## src/rtl/regfile_scoreboard.sv

```systemverilog
// Parametrised register file with link-register write port, optional write-to-read bypass,
// and a per-register busy scoreboard for tracking outstanding writes.
module regfile_scoreboard #(
  parameter int unsigned W      = 32,
  parameter int unsigned DEPTH  = 8,
  parameter int unsigned AW     = 3,
  parameter int unsigned LR_IDX = 7,
  parameter bit          BYPASS = 1'b1
) (
  input  logic          clk,
  input  logic          reset,
  input  logic          we,
  input  logic [AW-1:0] wa,
  input  logic [W-1:0]  wd,
  input  logic          lr_we,
  input  logic [W-1:0]  lr_wd,
  input  logic          claim_en,
  input  logic [AW-1:0] claim_addr,
  input  logic [AW-1:0] ra1,
  input  logic [AW-1:0] ra2,
  output logic [W-1:0]  rd1,
  output logic [W-1:0]  rd2,
  output logic          busy1,
  output logic          busy2,
  output logic [AW:0]   busy_cnt
);

  logic [W-1:0]     regs_q [DEPTH];
  logic [W-1:0]     regs_d [DEPTH];
  logic [DEPTH-1:0] busy_q, busy_d;
  logic [AW:0]      busy_cnt_q, busy_cnt_d;

  // Per-entry decode: out-of-range addresses simply match no entry.
  // Ordering gives the general port priority over LR, and a claim priority over both writes.
  always_comb begin
    busy_cnt_d = '0;
    for (int i = 0; i < DEPTH; i++) begin
      regs_d[i] = regs_q[i];
      busy_d[i] = busy_q[i];
      if (lr_we && (int'(LR_IDX) == i)) begin
        regs_d[i] = lr_wd;
        busy_d[i] = 1'b0;
      end
      if (we && (wa == AW'(i))) begin
        regs_d[i] = wd;
        busy_d[i] = 1'b0;
      end
      if (claim_en && (claim_addr == AW'(i))) begin
        busy_d[i] = 1'b1;
      end
      busy_cnt_d = busy_cnt_d + (AW+1)'(busy_d[i]);
    end
  end

  // With bypass, the next-state view is exactly the post-write data and busy state.
  always_comb begin
    rd1   = '0;
    rd2   = '0;
    busy1 = 1'b0;
    busy2 = 1'b0;
    for (int i = 0; i < DEPTH; i++) begin
      if (ra1 == AW'(i)) begin
        rd1   = BYPASS ? regs_d[i] : regs_q[i];
        busy1 = BYPASS ? busy_d[i] : busy_q[i];
      end
      if (ra2 == AW'(i)) begin
        rd2   = BYPASS ? regs_d[i] : regs_q[i];
        busy2 = BYPASS ? busy_d[i] : busy_q[i];
      end
    end
  end

  always_ff @(posedge clk) begin
    if (!reset) begin
      regs_q     <= '{default: '0};
      busy_q     <= '0;
      busy_cnt_q <= '0;
    end else begin
      regs_q     <= regs_d;
      busy_q     <= busy_d;
      busy_cnt_q <= busy_cnt_d;
    end
  end

  assign busy_cnt = busy_cnt_q;

endmodule

```

## config.mk

```make
export PLATFORM = sky130hd
export DESIGN_NAME = regfile_scoreboard
export DESIGN_NICKNAME = d
export VERILOG_FILES = /design/src/rtl/regfile_scoreboard.sv
export SDC_FILE = /design/constraint.sdc
export NUM_CORES = 1
export LEC_CHECK = 0
export ABC_AREA = 1
export CAP_MARGIN = 10
export CORE_MARGIN = 3
export CORE_UTILIZATION = 27
export DETAILED_ROUTE_END_ITERATION = 10
export MAX_ROUTING_LAYER = met4
export PLACE_DENSITY = 0.51
export SETUP_SLACK_MARGIN = 0.05
export SYNTH_ARGS = -nofsm -noshare
export SYNTH_HDL_FRONTEND = slang
export SYNTH_SLANG_ARGS = --single-unit
```

## constraint.sdc

```tcl
create_clock -name clk -period 9.23 [get_ports clk]
set_input_delay 1.3845 -clock clk [delete_from_list [all_inputs] [get_ports clk]]
set_output_delay 1.3845 -clock clk [all_outputs]
set_load 0.03 [all_outputs]
```

==> results of run 1 <==
==> state kept, by name (all words and copies together) (netlist names) <==
signal    flops
busy_cnt      4
busy_q        8
regs_q      256
==> logic make-up after synthesis <==
group / Yosys count
AO/OA/AOI/OAI: 190
XOR/XNOR: 1
buffers and inverters: 589
AND/OR/NAND/NOR: 1744
adder cells (fa/ha/maj): 7
flip-flops: 268
==> routing by layer <==
layer	up-vias	part of all wire, %
li1	8783	-
met1	7900	49
met2	631	41
met3	104	7.4
met4	0	3.4
met5	-	0
==> worst max-delay path: stages <==
cell and delay (ns):
clkdlybuf4s50_1 0.50, inv_1 0.08, nor2_4 0.54, buf_4 0.78, nand2_2 0.86, nand2_1 0.29, nand2_1 0.09, nor2_1 0.09
nor2_1 0.06, nand3_1 0.16, nand2_1 0.11, nand3_1 0.12, clkdlybuf4s50_1 0.69
==> power breakdown <==
part / switching, uW / internal, uW / total [uW] / leakage (uW)
clock network: 516 / 688 / 1200 / 0.000474
logic: 420 / 189 / 609 / 0.00641
registers: 12.1 / 1200 / 1220 / 0.00218
total: 948 / 2080 / 3030 / 0.00906
==> worst min path at each step <==
stage,start,endpoint,slack (ns),cells past startpoint
2_1_floorplan,busy_q[5]$_SDFF_PN0_,busy_q[5]$_SDFF_PN0_,0.45,2
3_3_place_gp,busy_q[0]$_SDFF_PN0_,busy_q[0]$_SDFF_PN0_,0.46,2
3_5_place_dp,busy_q[5]$_SDFF_PN0_,busy_q[5]$_SDFF_PN0_,0.46,2
4_1_cts,busy_q[0]$_SDFF_PN0_,busy_q[0]$_SDFF_PN0_,0.47,2
5_1_grt,busy_q[0]$_SDFF_PN0_,busy_q[0]$_SDFF_PN0_,0.51,2
6_report,busy_q[0]$_SDFF_PN0_,busy_q[0]$_SDFF_PN0_,0.47,2
==> through the flow <==
step / cell area [um^2] / cells / hold slack (ns)
3_3_place_gp: 18240 / 3594 / 0.4607
6_report: 19210 / 3650 / 0.4695
3_5_place_dp: 18240 / 3594 / 0.4636
2_1_floorplan: 16140 / 2799 / 0.4466
5_1_grt: 19210 / 3650 / 0.5134
4_1_cts: 19210 / 3650 / 0.4728
==> area by class of cell <==
cell class	instances	area [um^2]
fillers	6588	39260
clock buffers	53	948.4
multi-input cells	1942	8536
inverters	440	1667
clock inverters	3	15.01
flip-flops and latches	268	5365
repair buffers	179	1719
well taps	765	957.2
==> cells in the final DEF, fill, tap and decap left out, drive strengths merged, types with 3 or more instances in the layout <==
cell type	instances
o21ai	175
fa	4
dfxtp	268
nand4	34
o21a	4
clkdlybuf4s50	150
clkinv	14
ha	3
nand2	761
nor3	16
a21oi	9
nand3	451
inv	429
nor2	466
or2	16
buf	29
clkbuf	53
==> flow_summary.yaml, run 1 <==
worst_setup_path:
  rr_worst_depth: 11
  endpoint: "rd2[26]"
  r2r_slack_ns: 6.14
  cp-startpoint: "we"
  arrival_ns: 5.80
  critPathLaunchType: "input port"
  r2r_end: "busy_cnt[2]$_SDFF_PN0_"
  r2r-start: "busy_q[3]$_SDFF_PN0_"
  crit_required_ns: 7.85
  worstSetupEndpointType: "primary output"
  crit_type: "in -> out"
  critical_path.max_fanout: 74
logic_synthesis:
  synth_top_family_by_area: "simple AND/OR/NAND/NOR gates"
  synth_flop_cell: "dfxtp_1"
  synth_area_leaders: "dfxtp_1, nand2_1, nand3_1"
  synth-compound-area-share_pct: 5.992
  yosys.area.top_type_share_pct: 33.24
  synthAdderAreaFrac_pct: 0.7287
  synthTopCellsByCount: "nand2_1, nor2_1, nand3_1, inv_1, dfxtp_1"
  ys_types: 30
  synth-async-reset-ratio_pct: 0
  yosysWarnings: 0
  synth_top_area_cell: "dfxtp_1"
  synth_cells: 2799
  synth_edf_count: 0
  synth_most_common_cell: "nand2_1"
  yosys.area_share.simple_pct: 45.74
  synth-xor-area-share_pct: 0.05426
  synth-seq-cells: 268
  synthMuxAreaShare_pct: 0
  synth_nets: 2887
  syn-mean-instance-area_um2: 5.767
  netlist_area_mm2: 0.01614
  ys_seq_area_share_pct: 33.24
pwr:
  p_leak_uw: 0.009063
  ir_worst_vdd_mv: 0.1490
  pwr_density_cell_mw_per_mm2: 157.7
  power_uw: 3029
sta:
  totalNegativeSetupSlack_ns: 0
  final_hold_viol_count: 0
  rsz0062_at_grt: "false"
  slew_viol_final: 0
  min_period_ns: 7.181
  period_share_pct: 77.81
  tightest_slew_ns: 1.057
  fmax_mhz: 139.2
  setup-violations-final: 0
  slew_headroom_pct: 29.30
  fin_skew_ns: 0.004747
  setup_ws_ns: 2.049
global_routing:
  overflow: 0
  antenna_found_initial: 1
  grt_max_degree: 128
  met3_usage_pct: 2.720
  grt_pass1_wl_um: 98510
  grt_pass1_vias: 15850
  grt_util_met1_pct: 29.92
  busiest_layer: "met2"
  grt_usage_pct: 20.91
  met2_usage_pct: 30.18
placement:
  gp_congestion: 0.8135
  portBuffers: 150
  dp_slack_ns: 2.166
  place_hpwl_um: 39690
floorplan:
  core.rowCount: 88
  start_util_pct: 27.61
  die-area_mm2: 0.06275
  core_mm2: 0.05847
  dieHeight_um: 250.5
  die-width_um: 250.5
  io_pins: 151
clock_tree:
  ctsHtreeMaxLevel: 1
  clock_sink_count: 268
  path_clk_slew_ns: 0.06
  root_buffer: "clkbuf_16"
  cts_tree: "yes"
  post_cts_resized: 0
  hold_buffers: 0
  cts_setup_buffers: 0
  clock_path_buffers: 3
  insertion_delay_ns: 0.58
  cts_buffers: 31
hold_path:
  hold_class: "reg -> reg"
route:
  vias_per_cell: 4.772
  drt_pass1_iterations: 6
  drcViolationCount: 0
  drt_iter0_drc: 1475
  vias: 17420
  totalWireLength_um: 65480
  wl_per_cell_um: 17.94
  antenna_left: 0
status:
  outcome: "finished, final reports clean"
layout:
  final_util_pct: 32.85
  num_antenna_cells: 0
  area_growth_pct: 19.00
  nets: 2950
  drive_above_1_share_pct: 4.194
job:
  cap_viol_max_count: 0
(Power assumes the default switching activity.)
==> inputs of run 2 (changes only) <==
--- a/config.mk
+++ b/config.mk
@@ -11,7 +11,7 @@
 export CORE_UTILIZATION = 27
 export DETAILED_ROUTE_END_ITERATION = 10
 export MAX_ROUTING_LAYER = met4
-export PLACE_DENSITY = 0.51
+export PLACE_DENSITY = 0.52
 export SETUP_SLACK_MARGIN = 0.05
 export SYNTH_ARGS = -nofsm -noshare
 export SYNTH_HDL_FRONTEND = slang
==> constraint.sdc (replaced) <==
create_clock -name clk -period 6.44 [get_ports clk]
set_input_delay 0.966 -clock clk [delete_from_list [all_inputs] [get_ports clk]]
set_output_delay 0.966 -clock clk [all_outputs]
set_load 0.03 [all_outputs]
==> flow_summary.yaml, run 2 (synthesis gave the netlist of run 1 again) <==
job:
  cap_viol_max_count: 0
clock_tree:
  path_clk_slew_ns: 0.07
  cts_setup_buffers: 0
  post_cts_resized: 0
  clock_path_buffers: 3
  cts_tree: "yes"
  clock_sink_count: 268
  cts_buffers: 34
  ctsHtreeMaxLevel: 2
  hold_buffers: 0
  insertion_delay_ns: 0.53
  root_buffer: "clkbuf_16"
sta:
  slew_headroom_pct: 29.61
  rsz0062_at_grt: "false"
  min_period_ns: 5.247
  totalNegativeSetupSlack_ns: 0
  final_hold_viol_count: 0
  slew_viol_final: 0
  tightest_slew_ns: 1.056
  period_share_pct: 81.47
  fmax_mhz: 190.6
  fin_skew_ns: 0.005164
  setup-violations-final: 0
worst_setup_path:
  endpoint: "rd1[12]"
  crit_required_ns: 5.47
  slowest_delay_ns: 0.68
  rr_worst_depth: 11
  critical_path.max_fanout: 32
  cp-startpoint: "we"
  crit_slowest_cell: "clkdlybuf4s50_1"
  r2r-start: "busy_q[3]$_SDFF_PN0_"
  r2r_slack_ns: 3.38
  crit_top_cell: "nand3_1"
  crit_chain: "clkdlybuf4s50_1 -> inv_1 -> nor2_4 -> buf_4 -> nand2_2 -> inv_2 -> or2_1 -> nand3_1 -> nand3_1 -> nand2_1 -> nand3_1 -> clkdlybuf4s50_1"
  crit_type: "in -> out"
  crit_family: "buffers and inverters"
  arrival_ns: 4.28
  worstSetupEndpointType: "primary output"
  crit_buf_inv: 5
  critPathLaunchType: "input port"
  cp.depth: 12
  r2r_end: "busy_cnt[2]$_SDFF_PN0_"
global_routing:
  grt_usage_pct: 21.02
  grt_pass1_wl_um: 98970
  grt_pass1_vias: 15930
  antenna_found_initial: 1
  overflow: 0
  grt_max_degree: 164
floorplan:
  start_util_pct: 27.61
  core.rowCount: 88
  die-area_mm2: 0.06275
  io_pins: 151
  core_mm2: 0.05847
  dieHeight_um: 250.5
  die-width_um: 250.5
placement:
  gp_congestion: 0.8641
  portBuffers: 150
  place_hpwl_um: 43170
pwr:
  ir_worst_vdd_mv: 0.1489
  intPower_uw: 3181
  pwr_density_cell_mw_per_mm2: 236.3
  pwr-share-seq_pct: 38.0
  p_leak_uw: 0.009306
  p_comb_share_pct: 19.0
  swShare_pct: 30.66
  power.switching_uw: 1406
  power_uw: 4587
  p_clk_share_pct: 43.1
route:
  drt_pass1_iterations: 6
  vias_per_cell: 4.757
  totalWireLength_um: 65970
  wl_per_cell_um: 17.96
  vias: 17470
  drcViolationCount: 0
  antenna_left: 0
  drt_iter0_drc: 1695
layout:
  mostFrequentLayoutCell: "nand2_1"
  final_util_pct: 33.20
  area_growth_pct: 20.25
  mostFrequentLayoutCells: "nand2_1, nor2_1, nand3_1"
  regMostFlops: "regs_q"
  largest_reg_flops: 256
  nets: 2973
  drive_above_1_share_pct: 6.639
hold_path:
  hold_class: "reg -> reg"
status:
  outcome: "finished, final reports clean"
-- run 2: metal layers --
| metal | wire length [um] | vias to the layer above | global-route usage, % |
|---|---|---|---|
| met5 | 0 | - | - |
| met4 | 1943 | 0 | 6.284 |
| met3 | 5055 | 126 | 3.291 |
| met2 | 28470 | 656 | 32.31 |
| met1 | 30500 | 7884 | 28.45 |
| li1 | - | 8805 | - |
-- run 2: worst min path at each step --
stage / from / end / slack, ns / depth (start not counted)
after floorplan: busy_q[5]$_SDFF_PN0_ / busy_q[5]$_SDFF_PN0_ / 0.45 / 2
after global placement: busy_q[1]$_SDFF_PN0_ / busy_q[1]$_SDFF_PN0_ / 0.46 / 2
after detailed placement: busy_q[1]$_SDFF_PN0_ / busy_q[1]$_SDFF_PN0_ / 0.47 / 2
after CTS: busy_q[1]$_SDFF_PN0_ / busy_q[1]$_SDFF_PN0_ / 0.48 / 2
after global routing: busy_q[5]$_SDFF_PN0_ / busy_q[5]$_SDFF_PN0_ / 0.51 / 2
final: busy_q[1]$_SDFF_PN0_ / busy_q[1]$_SDFF_PN0_ / 0.48 / 2
-- run 2: final cells by class --
cell class / count / area [um^2]
inverter: 440 / 1667
sequential: 268 / 5365
timing repair buffer: 199 / 1754
antenna: 1 / 2.502
multi-input combinational: 1942 / 8531
fill: 6530 / 39060
clock inverter: 8 / 97.59
clock buffer: 50 / 1035
tap: 765 / 957.2
-- run 2: tightest hold or removal path, stage by stage, from the launching register on --
cell and delay, ns:
dfxtp_1 0.30, nand2_1 0.07, a21oi_1 0.06
-- run 2: power by group through the flow --
| stage | clock [uW] | combinational [uW] | sequential, uW |
|---|---|---|---|
| after floorplan | 0 | 511 | 1780 |
| after global placement | 0 | 863 | 1780 |
| after detailed placement | 0 | 860 | 1780 |
| after CTS | 2020 | 865 | 1740 |
| after global routing | 2070 | 951 | 1750 |
| final | 1980 | 869 | 1740 |
-- run 2: per-stage QoR --
step | std cells | instance area [um^2] | setup WS (ns) | hold WS, ns
6_report | 3673 | 19410 | 1.193 | 0.4786
4_1_cts | 3672 | 19410 | 1.176 | 0.4773
2_1_floorplan | 2799 | 16140 | 2.508 | 0.4466
3_3_place_gp | 3614 | 18270 | 1.207 | 0.4641
5_1_grt | 3673 | 19410 | 0.9607 | 0.5092
3_5_place_dp | 3614 | 18270 | 1.178 | 0.4678
==> inputs of run 3 (changes only) <==
==> constraint.sdc (replaced) <==
create_clock -name clk -period 4.68 [get_ports clk]
set_input_delay 0.702 -clock clk [delete_from_list [all_inputs] [get_ports clk]]
set_output_delay 0.702 -clock clk [all_outputs]
set_load 0.03 [all_outputs]
==> flow_summary.yaml, run 3 (synthesis gave the netlist of run 1 again) <==
status:
  outcome: "finished, final reports clean"
clock_tree:
  post_cts_resized: 0
  cts_buffers: 34
  cts_setup_buffers: 0
  path_clk_slew_ns: 0.06
  cts_tree: "yes"
  ctsHtreeMaxLevel: 2
  clock_path_buffers: 3
  insertion_delay_ns: 0.52
  hold_buffers: 0
  root_buffer: "clkbuf_16"
  clock_sink_count: 268
route:
  vias_per_cell: 4.753
  drt_iter0_drc: 1308
  antenna_left: 0
  drt_pass1_iterations: 6
  wl_per_cell_um: 17.94
  vias: 17550
  totalWireLength_um: 66250
  drcViolationCount: 0
global_routing:
  grt_pass1_vias: 15830
  grt_pass1_wl_um: 99470
  overflow: 0
  antenna_found_initial: 1
  grt_max_degree: 117
  grt_usage_pct: 21.11
hold_path:
  hold_class: "reg -> reg"
  whs_path_depth: 2
pwr:
  power_uw: 6266
  ir_worst_vdd_mv: 0.2053
  p_leak_uw: 0.009478
  pwr_density_cell_mw_per_mm2: 319.5
placement:
  place_hpwl_um: 43970
  gp_congestion: 0.8490
  dp_slack_ns: 0.3482
  portBuffers: 150
worst_setup_path:
  crit_required_ns: 3.98
  worstSetupEndpointType: "primary output"
  slowest_delay_ns: 0.71
  critPathLaunchType: "input port"
  critical_path.max_fanout: 40
  crit_type: "in -> out"
  rr_worst_depth: 11
  crit_chain: "clkdlybuf4s50_1 -> inv_2 -> nor3_2 -> inv_2 -> buf_4 -> nand2_1 -> clkinv_1 -> nand3_1 -> nand2_1 -> nand3_1 -> buf_12"
  crit_slowest_cell: "inv_2"
  arrival_ns: 3.42
sta:
  setup-violations-final: 0
  rsz0062_at_grt: "false"
  slew_headroom_pct: 31.15
  min_period_ns: 4.120
  final_hold_viol_count: 0
  fin_skew_ns: 0.006224
  fmax_mhz: 242.7
  period_share_pct: 88.03
  setup_ws_ns: 0.5600
  tightest_slew_ns: 1.033
  slew_viol_final: 0
  totalNegativeSetupSlack_ns: 0
layout:
  final_util_pct: 33.55
  regMostFlops: "regs_q"
  nFillCells: 6569
  mostFrequentLayoutCells: "nand2_1, nor2_1, nand3_1"
  nets: 2996
  drive_above_1_share_pct: 7.858
  area_growth_pct: 21.51
  largest_reg_flops: 256
  mostFrequentLayoutCell: "nand2_1"
floorplan:
  io_pins: 151
  dieHeight_um: 250.5
  core_mm2: 0.05847
  core.rowCount: 88
  die-width_um: 250.5
  die-area_mm2: 0.06275
  start_util_pct: 27.61
job:
  cap_viol_max_count: 0
run 3: worst max-delay path: cells and delay by family:
family	cells	cell delay, ns
buf+inv	6	2.14
simple gates	5	0.49
run 3: where the power goes:
group / leakage [uW] / internal (uW) / switching (uW)
clock network: 0.000537 / 1590 / 1060
registers: 0.00218 / 2370 / 23.2
logic: 0.00676 / 378 / 840
run 3: final cells by class:
cell class                 count  area (um^2)  area share, %
sequential                   268         5365          27.36
inverter                     440         1667          8.498
antenna                        1        2.502        0.01276
timing repair buffer         222         1994          10.17
clock buffer                  51         1049          5.346
multi-input combinational   1942         8531          43.50
tap                          765        957.2          4.880
clock inverter                 4        47.55         0.2424
run 3: metrics by stage:
stage               hold slack, ns  area (um^2)  instances
floorplan                   0.4466        16140       2799
global placement            0.4722        18510       3637
detailed placement          0.4665        18510       3637
CTS                         0.4734        19610       3692
global route                0.5054        19610       3693
finish                      0.4737        19610       3693
run 3: final timing paths:
kind / start / endpoint / slack, ns
setup / recovery: ra1[0] / rd1[27] / 0.56
hold / removal: busy_q[5]$_SDFF_PN0_ / busy_q[5]$_SDFF_PN0_ / 0.47
setup reg to reg: busy_q[3]$_SDFF_PN0_ / busy_cnt[2]$_SDFF_PN0_ / 1.60
hold reg to reg: busy_q[5]$_SDFF_PN0_ / busy_q[5]$_SDFF_PN0_ / 0.47
run 3: routing by layer:
layer | vias to the layer above | track usage, % | part of all wire (%)
met5 | - | - | 0
met4 | 0 | 5.051 | 2.1
met3 | 92 | 2.388 | 7.1
met2 | 627 | 31.94 | 43
met1 | 7978 | 30.03 | 48
li1 | 8857 | - | -
